===== src/rtl/delay_pipeline_pkg.sv =====
// ---------------------------------------------------------------------------
// delay_pipeline_pkg
//   Shared helpers for the delay_pipeline block.
//   - count_width(cycles): width of the occupancy counter, max(1, clog2(cycles+1)).
//   The {valid, data} stage record is declared inside the modules, because its
//   width follows the WIDTH parameter of the instantiating module.
// ---------------------------------------------------------------------------
package delay_pipeline_pkg;

    function automatic int count_width(input int cycles);
        int w;
        w = $clog2(cycles + 1);
        return (w < 1) ? 1 : w;
    endfunction

endpackage


===== src/rtl/delay_stage.sv =====
// ---------------------------------------------------------------------------
// delay_stage
//   One enabled, flushable {valid, data} register of the delay pipeline.
//   Optional build macro: DELAY_PIPELINE_RESET_DATA_EN (data register joins the
//   asynchronous reset and loads INIT_VALUE).
//
//   Ports:
//     clk      in   rising-edge clock
//     rst      in   asynchronous active-high reset (valid bit always, data only
//                   with the macro defined)
//     en_i     in   advance enable; 0 = hold valid and data
//     flush_i  in   synchronous clear of the valid bit, independent of en_i
//     stage_i  in   {valid, data} from the previous stage
//     stage_o  out  {valid, data} held by this stage
// ---------------------------------------------------------------------------
module delay_stage #(
    parameter int               WIDTH      = 8,
    parameter logic [WIDTH-1:0] INIT_VALUE = '0
) (
    input  logic           clk,
    input  logic           rst,
    input  logic           en_i,
    input  logic           flush_i,
    input  logic [WIDTH:0] stage_i,
    output logic [WIDTH:0] stage_o
);

    logic             vld_q, vld_d;
    logic [WIDTH-1:0] data_q, data_d;

    // Flush wins over a simultaneous enabled load, so a valid input arriving
    // with flush is dropped.
    always_comb begin
        vld_d = vld_q;
        if (flush_i) begin
            vld_d = 1'b0;
        end else if (en_i) begin
            vld_d = stage_i[WIDTH];
        end
    end

    // Data moves with en_i regardless of valid or flush.
    always_comb begin
        data_d = data_q;
        if (en_i) begin
            data_d = stage_i[WIDTH-1:0];
        end
    end

    always_ff @(posedge clk or posedge rst) begin
        if (rst) begin
            vld_q <= 1'b0;
        end else begin
            vld_q <= vld_d;
        end
    end

`ifdef DELAY_PIPELINE_RESET_DATA_EN
    always_ff @(posedge clk or posedge rst) begin
        if (rst) begin
            data_q <= INIT_VALUE;
        end else begin
            data_q <= data_d;
        end
    end
`else
    // No reset on data so the chain can map onto plain shift-register cells.
    always_ff @(posedge clk) begin
        data_q <= data_d;
    end

    logic [WIDTH-1:0] unused_init;
    assign unused_init = INIT_VALUE;
`endif

    assign stage_o = {vld_q, data_q};

endmodule


===== src/rtl/delay_pipeline.sv =====
// ---------------------------------------------------------------------------
// delay_pipeline
//   CYCLES-deep chain of WIDTH-bit enabled registers, each with a valid bit,
//   plus a synchronous flush and a live count of stages holding valid data.
//   CYCLES = 0 degenerates to a combinational pass-through with no state.
//   Optional build macro: DELAY_PIPELINE_RESET_DATA_EN (data registers reset
//   to INIT_VALUE; otherwise data registers are not reset).
//
//   Ports:
//     clk        in   rising-edge clock
//     rst        in   asynchronous active-high reset
//     en         in   advance enable; 0 = every stage and count hold
//     flush      in   synchronous clear of all valid bits and count
//     valid_in   in   qualifies in
//     in         in   data input (WIDTH)
//     valid_out  out  valid bit of the last stage
//     out        out  data of the last stage (WIDTH)
//     count      out  number of stages holding valid data
// ---------------------------------------------------------------------------
module delay_pipeline
    import delay_pipeline_pkg::*;
#(
    parameter int               WIDTH      = 8,
    parameter int               CYCLES     = 4,
    parameter logic [WIDTH-1:0] INIT_VALUE = '0
) (
    input  logic                             clk,
    input  logic                             rst,
    input  logic                             en,
    input  logic                             flush,
    input  logic                             valid_in,
    input  logic [WIDTH-1:0]                 in,
    output logic                             valid_out,
    output logic [WIDTH-1:0]                 out,
    output logic [count_width(CYCLES)-1:0]   count
);

    localparam int CW = count_width(CYCLES);

    typedef struct packed {
        logic             vld;
        logic [WIDTH-1:0] data;
    } stage_t;

    if (CYCLES == 0) begin : g_pass

        assign out       = in;
        assign valid_out = valid_in;
        assign count     = '0;

        logic unused_ok;
        assign unused_ok = ^{clk, rst, en, flush, INIT_VALUE};

    end else begin : g_pipe

        // stg[0] is the input record; stg[i+1] is the output of stage i.
        stage_t stg [CYCLES+1];

        assign stg[0] = '{vld: valid_in, data: in};

        for (genvar i = 0; i < CYCLES; i++) begin : g_stage
            delay_stage #(
                .WIDTH      (WIDTH),
                .INIT_VALUE (INIT_VALUE)
            ) u_stage (
                .clk     (clk),
                .rst     (rst),
                .en_i    (en),
                .flush_i (flush),
                .stage_i (stg[i]),
                .stage_o (stg[i+1])
            );
        end

        logic [CW-1:0] count_q, count_d;

        // One in and one out on the same enabled edge nets to zero; the
        // subtraction uses the pre-edge valid_out, i.e. the record leaving.
        always_comb begin
            count_d = count_q;
            if (flush) begin
                count_d = '0;
            end else if (en) begin
                count_d = count_q + CW'(valid_in) - CW'(stg[CYCLES].vld);
            end
        end

        always_ff @(posedge clk or posedge rst) begin
            if (rst) begin
                count_q <= '0;
            end else begin
                count_q <= count_d;
            end
        end

        assign count     = count_q;
        assign valid_out = stg[CYCLES].vld;
        assign out       = stg[CYCLES].data;

`ifndef SYNTHESIS
        localparam logic [CW-1:0] CNT_MAX = CW'(CYCLES);

        logic [CYCLES-1:0] vld_vec;
        always_comb begin
            vld_vec = '0;
            for (int k = 0; k < CYCLES; k++) begin
                vld_vec[k] = stg[k+1].vld;
            end
        end

        always_ff @(posedge clk) begin
            if (!rst) begin
                assert (count_q <= CNT_MAX)
                    else $error("delay_pipeline: count %0d above depth", count_q);
                assert (count_q == CW'($countones(vld_vec)))
                    else $error("delay_pipeline: count %0d != valid popcount", count_q);
            end
        end
`endif

    end

endmodule


===== config.mk =====
export PLATFORM = sky130hd
export DESIGN_NAME = delay_pipeline
export DESIGN_NICKNAME = d
export VERILOG_FILES = /design/src/rtl/delay_pipeline_pkg.sv /design/src/rtl/delay_stage.sv /design/src/rtl/delay_pipeline.sv
export SDC_FILE = /design/constraint.sdc
export NUM_CORES = 1
export LEC_CHECK = 0
export CAP_MARGIN = 20
export CELL_PAD_IN_SITES_DETAIL_PLACEMENT = 1
export CELL_PAD_IN_SITES_GLOBAL_PLACEMENT = 2
export CORE_ASPECT_RATIO = 0.9
export CORE_MARGIN = 5
export CORE_UTILIZATION = 37
export DETAILED_ROUTE_END_ITERATION = 8
export PLACE_DENSITY_LB_ADDON = 0.1
export SYNTH_ARGS = -nofsm -noshare
export SYNTH_HDL_FRONTEND = slang
export SYNTH_SLANG_ARGS = --single-unit

===== constraint.sdc =====
create_clock -name clk -period 2.6 [get_ports clk]
set_clock_uncertainty 0.1 [all_clocks]
set_input_delay 0.52 -clock clk [delete_from_list [all_inputs] [get_ports clk]]
set_output_delay 0.52 -clock clk [all_outputs]
set_load 0.01 [all_outputs]

# Word-level counts from Yosys, hierarchy flattened
# Index checks and enable logic that the tools add are counted.
# op_classes
addsub	2
n_mux	10
n_reduce_logical	1
# ops
op	n
1-bit 2-to-1 mux	8
3-bit 2-to-1 mux	2
3-bit by 1-bit adder with 3-bit output	1
3-bit by 1-bit subtractor with 3-bit output	1
2-bit nonzero test	1
# word_totals
reg_bits	39
input_bits	13
out_inout_bits	12
word_cells	22

# Logic depth before layout (Yosys ltp)
# logic_depth
word_depth	4
ltp_mapped	9
depth_no_buf	9

# Hierarchy
# From an unflattened synthesis, not the netlist that was laid out.
# hier_totals
cells_unflattened	71
hier_area_um2	1353.8
# by_module_without_submodules
mod	instances	cells_per_inst	area_each_um2	seq_area_each_um2
delay_stage	4	13	290.3	265.3
delay_pipeline	1	19	192.7	75.1

# Worst setup path after synthesis
# OpenSTA, ideal clock, no wires.
# synth_timing
kind	register -> register
from	register g_pipe.g_stage[3].u_stage.vld_q
to	register g_pipe.count_q[2], in the netlist count[2]
setup_ns	0.120
arrival_ns	1.688
t_required_ns	2.380
slack_ns	0.692
path_stages_with_launch	9
path_buffers	0
period_less_slack_ns	1.908
path_cell_list	dfrtp_1 > ha_1 > inv_1 > ha_1 > inv_1 > fa_1 > xor2_1 > a21oi_1 > a31o_1
# synth_via
elab_chain_len	3
# synth_lines
element	line	rtl
start, declared	delay_stage.sv:28	logic vld_q, vld_d;
start signal, assigned	delay_stage.sv:54	vld_q <= vld_d;
3-bit by 1-bit subtractor with 3-bit output	delay_pipeline.sv:84	count_d = count_q + CW'(valid_in) - CW'(stg[CYCLES].vld);
3-bit 2-to-1 mux	delay_pipeline.sv:83	end else if (en) begin
3-bit 2-to-1 mux	delay_pipeline.sv:81	if (flush) begin
end signal, assigned	delay_pipeline.sv:92	count_q <= count_d;
end, declared	delay_pipeline.sv:75	logic [CW-1:0] count_q, count_d;
# No other way between the ends. The select of a mux whose other input is x is not followed.
# A chain may end at the register's enable or synchronous reset.

# Worst setup path after layout
# layout_timing
from	input valid_in
to	register g_pipe.count_q[2], in the netlist count[2]
# layout_via
elab_chain_len	4
# layout_lines
element	line	rtl
start, declared	delay_pipeline.sv:31	input logic valid_in,
3-bit by 1-bit adder with 3-bit output	delay_pipeline.sv:84	
3-bit by 1-bit subtractor with 3-bit output	delay_pipeline.sv:84	
3-bit 2-to-1 mux	delay_pipeline.sv:83	
3-bit 2-to-1 mux	delay_pipeline.sv:81	
# No other way between the ends. The select of a mux whose other input is x is not followed.

==> results_dict.tcl <==
set metrics [dict create \
    outcome "finished clean" \
    antenna_left 0 \
    ctsHoldBuffers 0 \
    holdWs_ns 0.322 \
    fmax_ghz 0.504 \
    antenna_found_initial 0 \
    clkSinkCount 39 \
    multi_input_area_um2 158 \
    finalMaxSlewViolations 0 \
    cts_resized 0 \
    gp_congestion 0.632 \
    hold_violations 0 \
    synthArstFlopShare_pct 17.9 \
    switching_power_w 0.000231 \
    clk_latency_ns 0.28 \
    vdd_drop_max_mv 0.344 \
    io_pins 25 \
    hpwl_um 1300 \
    wl_per_cell_um 13.3 \
    cts_setup_buffers 0 \
    initial_core_util_pct 38.8 \
    ys_seq_area_share_pct 86.0 \
    drive_gt1_share_pct 8.25 \
    synthDistinctLibCells 14 \
    fin_setup_tns_ns 0 \
    cts-root-buf "clkbuf_8" \
    syn_inst 65 \
    worst_setup_path_start_kind "primary input" \
    synth-edff-count 32 \
    rows 20 \
    floorplan.die.height_um 66.7 \
    rsz0062_at_grt "no" \
    viasPerCell 4.43 \
    yosysTopAreaCell "edfxtp_1" \
    area_growth_pct 28.2 \
    final-seq-area_um2 1140 \
    yosys_most_used_dff "edfxtp_1" \
    fillerInstances 339 \
    ys_top_cells_by_area "edfxtp_1 73%, dfrtp_1 13%, mux2i_1 3.8%" \
    period_needed_ns 1.99 \
    relSlewSlack_pct 73.7 \
    first_global_vias 653 \
    sequentialPowerShare_pct 62.3 \
    clk_pin_slew_ns 0.07 \
    cp-end-kind "flip-flop" \
    num_antenna_cells 0 \
    groute.usage.overall_pct 9.06 \
    powerDensity_nw_per_um2 697 \
    ys_warn_count 0 \
    die_w_um 73.0 \
    synth_top_area_share_pct 72.7 \
    setup_violations 0 \
    ys_ff_latch 39 \
    cts_buffer_depth 2 \
    hp-class "flip-flop to flip-flop" \
    routed_wl_um 1880 \
    synth_most_common_cell "edfxtp_1" \
    grt_start_max_net_pins 18 \
    cts-buffers-inserted 5 \
    p_clk_share_pct 30.8 \
    drc 0 \
    crit_type "primary input to flip-flop" \
    power_frac_comb_pct 7.0 \
    finalCritPeriodShare_pct 76.4 \
    drv_cap 0 \
    p_leak_nw 0.646 \
    globalRouteOverflowTotal 0 \
    critPathArrivalTime_ns 2.06 \
    first_iter_violations 31 \
    core_um2 3400 \
    syn_avg_cell_area_um2 20.3 \
    drt-pass1-iter-count 2 \
    vias 625 \
    final_util_pct 49.8 \
    htreeDepth 2 \
    cts_tree "done" \
    power_switching_share_pct 19.5 \
    crit_required_ns 2.67 \
    synth_area_um2 1320 \
    syn-num-nets 81 \
    portBuffers 24 \
    die_area_um2 4870 \
    path_max_fanout 2 \
    worst_pin_slew_ns 0.395 \
    internal-power_w 0.000950 \
    grt_pass1_wl_um 3060 \
    fin_nets 112 \
    yosys-top-cells-count "32 x edfxtp_1, 7 x dfrtp_1, 7 x nor2_1" \
]
critical path, stage by stage:
cell,delay [ns]
clkdlybuf4s50_1,0.49
ha_1,0.15
inv_1,0.05
fa_1,0.38
xor2_1,0.18
a21oi_1,0.09
a31o_1,0.20
cells by family (layout without fill, tap and decap cells):
kind of cell / after synthesis / after routing / share of synthesized area [%]
fa+ha+maj: 3 / 3 / 3.41
mux: 5 / 5 / 3.79
compound gates: 3 / 3 / 1.61
xor+xnor: 1 / 1 / 0.663
buf+inv: 6 / 38 / 2.08
simple gates: 8 / 8 / 2.46
flops: 39 / 39 / 86.0
through the flow:
| step | cell area, um2 | power (W) | std cells | setup slack [ns] |
|---|---|---|---|---|
| 6_report | 1690 | 0.00118 | 141 | 0.614 |
| 3_5_place_dp | 1610 | 0.000834 | 133 | 0.327 |
| 5_1_grt | 1690 | 0.00124 | 141 | 0.501 |
| 2_1_floorplan | 1320 | 0.000775 | 65 | 0.692 |
| 3_3_place_gp | 1610 | 0.000829 | 133 | 0.366 |
| 4_1_cts | 1690 | 0.00121 | 141 | 0.603 |
routing by layer:
metal / track usage, % / up-vias / share of wire, %
met5: 0 / - / 0
met4: 6.91 / 0 / 1.9
met3: 3.17 / 5 / 5.8
met2: 13.6 / 17 / 49
met1: 10.5 / 308 / 43
li1: - / 295 / -
final cells by class:
type / count / area share, %
sequential: 39 / 67.1
timing repair buffer: 26 / 14.8
multi-input combinational: 20 / 9.31
clock buffer: 6 / 4.28
tap: 44 / 3.25
inverter: 4 / 0.886
clock inverter: 2 / 0.443
worst paths after layout:
check | startpoint | endpoint | slack, ns | depth (start not counted)
max | valid_in | count[2] | 0.61 | 7
min | g_pipe.g_stage[2].u_stage.data_q[2] | g_pipe.g_stage[3].u_stage.data_q[2] | 0.32 | 0
max reg2reg | g_pipe.g_stage[3].u_stage.vld_q | count[2] | 0.62 | 8
min reg2reg | g_pipe.g_stage[2].u_stage.data_q[2] | g_pipe.g_stage[3].u_stage.data_q[2] | 0.32 | 0
max in group asynchronous | rst | count[0] | 1.79 | 2
min in group asynchronous | rst | count[1] | 0.38 | 2
state kept, by name, indices dropped and copies added (netlist names):
register                       count
count                              3
g_pipe.g_stage.u_stage.data_q     32
g_pipe.g_stage.u_stage.vld_q       4
cells in the final DEF, fill, tap and decap left out:
| cell type | synthesis | routed |
|---|---|---|
| a211oi_1 | 1 | 1 |
| nor2_1 | 7 | 7 |
| clkinv_1 | 0 | 2 |
| fa_1 | 1 | 1 |
| clkbuf_1 | 0 | 1 |
| inv_1 | 4 | 4 |
| clkdlybuf4s50_1 | 0 | 23 |
| mux2i_1 | 5 | 5 |
| xor2_1 | 1 | 1 |
| a21oi_1 | 1 | 1 |
| buf_4 | 1 | 2 |
| buf_2 | 0 | 1 |
| a31o_1 | 1 | 1 |
| ha_1 | 2 | 2 |
| clkbuf_8 | 0 | 5 |
| nand2b_1 | 1 | 1 |
| dfrtp_1 | 7 | 7 |
| edfxtp_1 | 32 | 32 |
power by group through the flow:
stage / Combinational [W] / Sequential [W] / Clock, W
2_1_floorplan: 0.0000229 / 0.000752 / 0
3_3_place_gp: 0.0000823 / 0.000747 / 0
3_5_place_dp: 0.0000846 / 0.000750 / 0
4_1_cts: 0.0000845 / 0.000737 / 0.000387
5_1_grt: 0.0000913 / 0.000739 / 0.000413
6_report: 0.0000824 / 0.000735 / 0.000363
Note: power is estimated with default switching activity, not from simulation.
